<file path="config.mk">
export PLATFORM = sky130hd
export DESIGN_NAME = cic_integrator_mc
export DESIGN_NICKNAME = d
export VERILOG_FILES = /design/src/rtl/cic_pkg.sv /design/src/rtl/cic_acc_bank.sv /design/src/rtl/cic_integrator_mc.sv
export SDC_FILE = /design/constraint.sdc
export NUM_CORES = 2
export LEC_CHECK = 0
export CAP_MARGIN = 20
export CORE_MARGIN = 4
export CORE_UTILIZATION = 35
export CTS_CLUSTER_DIAMETER = 150
export DETAILED_ROUTE_END_ITERATION = 8
export PLACE_DENSITY_LB_ADDON = 0.25
export SYNTH_ARGS = -nofsm -noshare
export SYNTH_HDL_FRONTEND = slang
export SYNTH_HIERARCHICAL = 1
export SYNTH_SLANG_ARGS = --single-unit
</file>
<file path="constraint.sdc">
create_clock -name clk_i -period 10.9 [get_ports clk_i]
set_clock_uncertainty 0.15 [all_clocks]
set_input_delay 2.18 -clock clk_i [delete_from_list [all_inputs] [get_ports clk_i]]
set_output_delay 2.18 -clock clk_i [all_outputs]
set_load 0.1 [all_outputs]
</file>
<file path="src/rtl/cic_pkg.sv">
// Shared definitions for the CIC decimation path: FSM state encoding,
// width derivation helpers and order clamping.
package cic_pkg;

  typedef enum logic [1:0] {
    IDLE,
    ACC,
    OUT
  } cic_state_e;

  function automatic int calc_ch_w(input int num_ch);
    return (num_ch <= 1) ? 1 : $clog2(num_ch);
  endfunction

  function automatic int calc_ord_w(input int num_stages);
    return $clog2(num_stages + 1);
  endfunction

  localparam int DEF_NUM_CH     = 4;
  localparam int DEF_NUM_STAGES = 5;
  localparam int DEF_CH_W       = calc_ch_w(DEF_NUM_CH);
  localparam int DEF_ORD_W      = calc_ord_w(DEF_NUM_STAGES);

  // Order 0 runs as a first-order integrator; anything above the built
  // stage count is limited to the deepest available stage.
  function automatic int clamp_order(input int order, input int num_stages);
    if (order == 0) return 1;
    if (order > num_stages) return num_stages;
    return order;
  endfunction

endpackage

</file>
<file path="src/rtl/cic_acc_bank.sv">
// Accumulator register file for all channels and integrator stages:
// one combinational read port, one write port, global synchronous clear.
module cic_acc_bank
  import cic_pkg::*;
#(
  parameter  int WIDTH      = 64,
  parameter  int NUM_CH     = DEF_NUM_CH,
  parameter  int NUM_STAGES = DEF_NUM_STAGES,
  localparam int CH_W       = calc_ch_w(NUM_CH),
  localparam int ST_W       = calc_ord_w(NUM_STAGES)
) (
  input  logic             clk_i,
  input  logic             rstn_i,
  input  logic             clr_i,
  input  logic             we_i,
  input  logic [CH_W-1:0]  wr_ch_i,
  input  logic [ST_W-1:0]  wr_stage_i,
  input  logic [WIDTH-1:0] wr_data_i,
  input  logic [CH_W-1:0]  rd_ch_i,
  input  logic [ST_W-1:0]  rd_stage_i,
  output logic [WIDTH-1:0] rd_data_o
);

  logic [WIDTH-1:0] r_acc [NUM_CH][NUM_STAGES];

  // NOTE: this bank is a flop array, not a RAM macro, so every entry takes the
  // async reset and the clear; a RAM-backed bank could do neither.
  always_ff @(posedge clk_i or negedge rstn_i) begin
    if (!rstn_i) begin
      for (int c = 0; c < NUM_CH; c++)
        for (int s = 0; s < NUM_STAGES; s++)
          r_acc[c][s] <= '0;
    end else if (clr_i) begin
      for (int c = 0; c < NUM_CH; c++)
        for (int s = 0; s < NUM_STAGES; s++)
          r_acc[c][s] <= '0;
    end else if (we_i) begin
      r_acc[wr_ch_i][wr_stage_i] <= wr_data_i;
    end
  end

  assign rd_data_o = r_acc[rd_ch_i][rd_stage_i];

endmodule

</file>
<file path="src/rtl/cic_integrator_mc.sv">
// Time-multiplexed multi-channel CIC integrator: one shared adder walks a
// sample through its channel's integrator cascade, one stage per cycle.
module cic_integrator_mc
  import cic_pkg::*;
#(
  parameter  int WIDTH      = 64,
  parameter  int IN_WIDTH   = 16,
  parameter  int NUM_CH     = DEF_NUM_CH,
  parameter  int NUM_STAGES = DEF_NUM_STAGES,
  localparam int CH_W       = calc_ch_w(NUM_CH),
  localparam int ORD_W      = calc_ord_w(NUM_STAGES)
) (
  input  logic                clk_i,
  input  logic                rstn_i,
  input  logic                clr_i,
  input  logic [ORD_W-1:0]    order_i,
  input  logic                in_valid_i,
  output logic                in_ready_o,
  input  logic [CH_W-1:0]     in_ch_i,
  input  logic [IN_WIDTH-1:0] data_i,
  output logic                out_valid_o,
  input  logic                out_ready_i,
  output logic [CH_W-1:0]     out_ch_o,
  output logic [WIDTH-1:0]    data_o,
  output logic                busy_o
);

  cic_state_e       r_state;
  logic [WIDTH-1:0] r_carry;
  logic [CH_W-1:0]  r_ch;
  logic [ORD_W-1:0] r_order;
  logic [ORD_W-1:0] r_stage;

  logic [WIDTH-1:0] w_rd_data;
  logic [WIDTH-1:0] w_sum;
  logic             w_we;
  logic             w_ch_ok;
  logic             w_last_stage;

  assign w_sum        = w_rd_data + r_carry;
  assign w_we         = (r_state == ACC) && !clr_i;
  assign w_ch_ok      = int'(in_ch_i) < NUM_CH;
  assign w_last_stage = (r_stage == r_order - ORD_W'(1));

  cic_acc_bank #(
    .WIDTH      (WIDTH),
    .NUM_CH     (NUM_CH),
    .NUM_STAGES (NUM_STAGES)
  ) u_bank (
    .clk_i      (clk_i),
    .rstn_i     (rstn_i),
    .clr_i      (clr_i),
    .we_i       (w_we),
    .wr_ch_i    (r_ch),
    .wr_stage_i (r_stage),
    .wr_data_i  (w_sum),
    .rd_ch_i    (r_ch),
    .rd_stage_i (r_stage),
    .rd_data_o  (w_rd_data)
  );

  // NOTE: all state lives in one clocked block with non-blocking assignments,
  // so every register samples the pre-edge values of its neighbours.
  always_ff @(posedge clk_i or negedge rstn_i) begin
    if (!rstn_i) begin
      r_state <= IDLE;
      r_carry <= '0;
      r_ch    <= '0;
      r_order <= ORD_W'(1);
      r_stage <= '0;
    end else if (clr_i) begin
      r_state <= IDLE;
      r_carry <= '0;
    end else begin
      case (r_state)
        IDLE: begin
          // Samples for a nonexistent channel are swallowed without leaving IDLE.
          if (in_valid_i && w_ch_ok) begin
            r_carry <= WIDTH'($signed(data_i));
            r_ch    <= in_ch_i;
            r_order <= ORD_W'(clamp_order(int'(order_i), NUM_STAGES));
            r_stage <= '0;
            r_state <= ACC;
          end
        end
        ACC: begin
          r_carry <= w_sum;
          r_stage <= r_stage + ORD_W'(1);
          if (w_last_stage) r_state <= OUT;
        end
        OUT: begin
          if (out_ready_i) r_state <= IDLE;
        end
        default: r_state <= IDLE;
      endcase
    end
  end

  assign in_ready_o  = (r_state == IDLE) && !clr_i;
  assign out_valid_o = (r_state == OUT);
  assign out_ch_o    = r_ch;
  assign data_o      = r_carry;
  assign busy_o      = (r_state != IDLE);

endmodule

</file>
==> flow_summary.yaml <==
placement:
  dp_hpwl_um: 143000
  place_congestion: 0.907
  port_buffers: 94
  dp_slack_ns: 3.79
  dpl-instance-area_um2: 71400
  dp.cells: 9780
synth:
  synth-xor-area-share: 0.00840
  synth_area_um2: 68800
  synth-edff-count: 0
  synth_cell_types: 84
  synth_area_leaders: "dfrtp_1 (49%), nand2_1 (15%), a21oi_1 (9.6%), mux4_2 (6.3%), mux2i_1 (4.9%)"
  synth-compound-area-share: 0.146
  synth_area_per_cell_um2: 9.05
  ys_ff_latch: 1354
  yosys.area_share.simple: 0.177
  yosys_warnings: 6
  synth_flop_cell: "dfrtp_1"
  synth_fa_ha_area_frac: 0.0121
  synth_fp_nets: 7698
  synth_top_area_frac: 0.492
  muxShareOfSynthArea: 0.113
  syn_inst: 7606
  synth_top_family_by_area: "simple AND/OR/NAND/NOR gates"
  ys_seq_area_frac: 0.492
  yosysTopAreaCell: "dfrtp_1"
  async_flop_share: 1.00
global_routing:
  overflow: 0
  grt_pass1_vias: 56000
  antenna_found_initial: 5
  grt_max_degree: 182
  grt_usage: 0.246
  grt_pass1_wl_um: 379000
detailed_routing:
  wirelength_um: 256000
  drc: 0
  drtIter0Drc: 6656
  viasPerCell: 5.66
  routedWlPerCell_um: 25.5
  drt_pre_antenna_iters: 6
  dr_total_vias: 56800
  ant_nets: 0
setup_path:
  crit_buf_inv: 2
  crit_path_start_kind: "register"
  crit_family: "compound AO/OA/AOI/OAI gates"
  path_class: "reg2reg"
  cp.arrival_ns: 7.87
  crit_path_end_kind: "register"
  path_cells: "buf_4 > mux4_2 > mux2i_1 > o211ai_1 > ha_1 > a211oi_1 > nor4_2 > o31ai_1 > a211oi_1 > o21ai_1 > a21oi_1 > a31oi_1 > o21ai_0 > xor2_1 > buf_4 > nand2_1 > a21oi_2"
  slowest_delay_ns: 0.93
  ff2ff_path_depth: 17
  cp_slowest_cell: "dfrtp_4"
  path_depth: 17
  path_max_fanout: 50
  required_ns: 11.47
cells_and_area:
  mostFrequentLayoutCell: "nand2_1"
  layout.nets: 7403
  stdcell_count: 10000
  layout-drive-gt1-share: 0.0988
  fill_cells: 19200
  fin_area_um2: 76300
  area_delta_synth_final_pct: 10.8
  most-common-layout-cells: "nand2_1 (2763), dfrtp_1 (1350), a21oi_1 (1316)"
sta:
  fin_tns_setup_ns: 0
  finalMaxSlewViolations: 0
  fmax_mhz: 137
  rsz0062_at_grt: "false"
  hold_viol: 0
  tightest_slew_ns: 1.25
  fin_crit_sh: 0.670
  max_slew_margin: 0.168
  fin_crit_ns: 7.30
  worst_slack_ns: 3.60
  setup_viol: 0
floorplan:
  coreArea_um2: 195000
  start_util: 0.353
  die_h_um: 451
  num_io_pins: 95
  fp.dieArea_um2: 204000
  fp.dieW_um: 451
  rows: 162
cts:
  cts_setup_buffers: 0
  cts_max_path_buffers: 3
  cts_tree: "built"
  ctsHoldBuffers: 0
  cts_root_buf: "clkbuf_16"
  insertion_delay_ns: 0.81
  cts-buffers-inserted: 149
  cts_resized: 0
  clk_pin_slew_ns: 0.06
  cts.htree.levels: 4
  cts_sinks: 1354
power:
  power.density_nw_per_um2: 226
  irDropWorstVdd_v: 0.000194
  p_leak_nw: 31.4
outcome:
  outcome: "complete, no violations"
worst_hold_path:
  hp-class: "reg2reg"
  hold_depth: 2
run:
  cap_violations: 0
-- metrics by stage --
stage	total power, mW	hold slack (ns)	util
6_report	17.3	0.337	0.391
3_3_place_gp	12.2	0.323	0.366
2_1_floorplan	9.92	0.300	-
5_1_grt	17.9	0.369	0.391
3_5_place_dp	12.2	0.329	0.366
4_1_cts	17.3	0.341	0.390
-- area by class of cell --
class,count,area (um2),area share
clock inverter,29,275,0.00361
multi-input combinational,5523,31800,0.416
clock buffer,233,4490,0.0588
inverter,23,86.3,0.00113
tap,2624,3280,0.0430
sequential,1354,33900,0.444
antenna,3,7.51,0.0000984
timing repair buffer,260,2490,0.0326
-- final timing paths --
kind / slack, ns / startpoint / endpoint
min in group asynchronous: 1.25 / rstn_i / data_o[4]
max in group asynchronous: 7.00 / rstn_i / u_bank/r_acc[1132]
worst min register to register: 0.34 / r_order[1] / r_order[1]
worst max-delay path: 3.60 / out_ch_o[1] / u_bank/r_acc[957]
worst min-delay path: 0.34 / r_order[1] / r_order[1]
worst max register to register: 3.60 / out_ch_o[1] / u_bank/r_acc[957]
-- power by group --
group	internal [mW]	switching, mW	leakage, nW
logic	1.82	4.89	10.2
clock network	2.87	2.15	2.34
registers	5.19	0.353	18.9
total	9.89	7.39	31.4
-- tightest hold or removal path, stage by stage, from the launching register on --
cell and delay, ns:
dfrtp_1 0.34, nand2_1 0.05, o21ai_0 0.06
-- kinds of logic after synthesis --
kind of cell    after synthesis
compound gates             1786
simple gates               3070
buf+inv                     729
flops                      1354
xor+xnor                     66
mux                         535
fa+ha+maj                    66
-- sequential cells by signal, summed over array words and instances (netlist names) --
name	flops
data_o	64
r_order	3
out_ch_o	2
r_stage	3
r_state	2
u_bank/r_acc	1280
-- metal layers --
layer / GRT usage / up-vias / wire length (um) / share of wire
li1: - / 25100 / - / -
met1: 0.317 / 28700 / 102000 / 0.40
met2: 0.400 / 2423 / 121000 / 0.47
met3: 0.0406 / 624 / 18600 / 0.073
met4: 0.126 / 2 / 14700 / 0.057
met5: 0 / - / 9 / 0.000035
-- synth_stat cells, drive strengths merged, types with 6 or more instances --
| cell type | count |
|---|---|
| clkbuf | 305 |
| a22oi | 129 |
| xnor2 | 41 |
| nand2b | 6 |
| and2 | 18 |
| nor3b | 6 |
| o31ai | 11 |
| inv | 23 |
| ha | 65 |
| a221o | 8 |
| a41oi | 6 |
| a21oi | 1373 |
| buf | 401 |
| mux2 | 6 |
| mux4 | 192 |
| o21ai | 84 |
| nor2 | 72 |
| and3 | 9 |
| a31oi | 12 |
| a21o | 34 |
| mux2i | 337 |
| a211oi | 6 |
| xor2 | 25 |
| o211ai | 68 |
| nand3 | 98 |
| o21bai | 14 |
| nand4 | 14 |
| nand2 | 2783 |
| o21a | 6 |
| nor3 | 23 |
| or3 | 10 |
| nor2b | 8 |
| dfrtp | 1353 |
No activity file was read; power rests on OpenSTA's default activity.
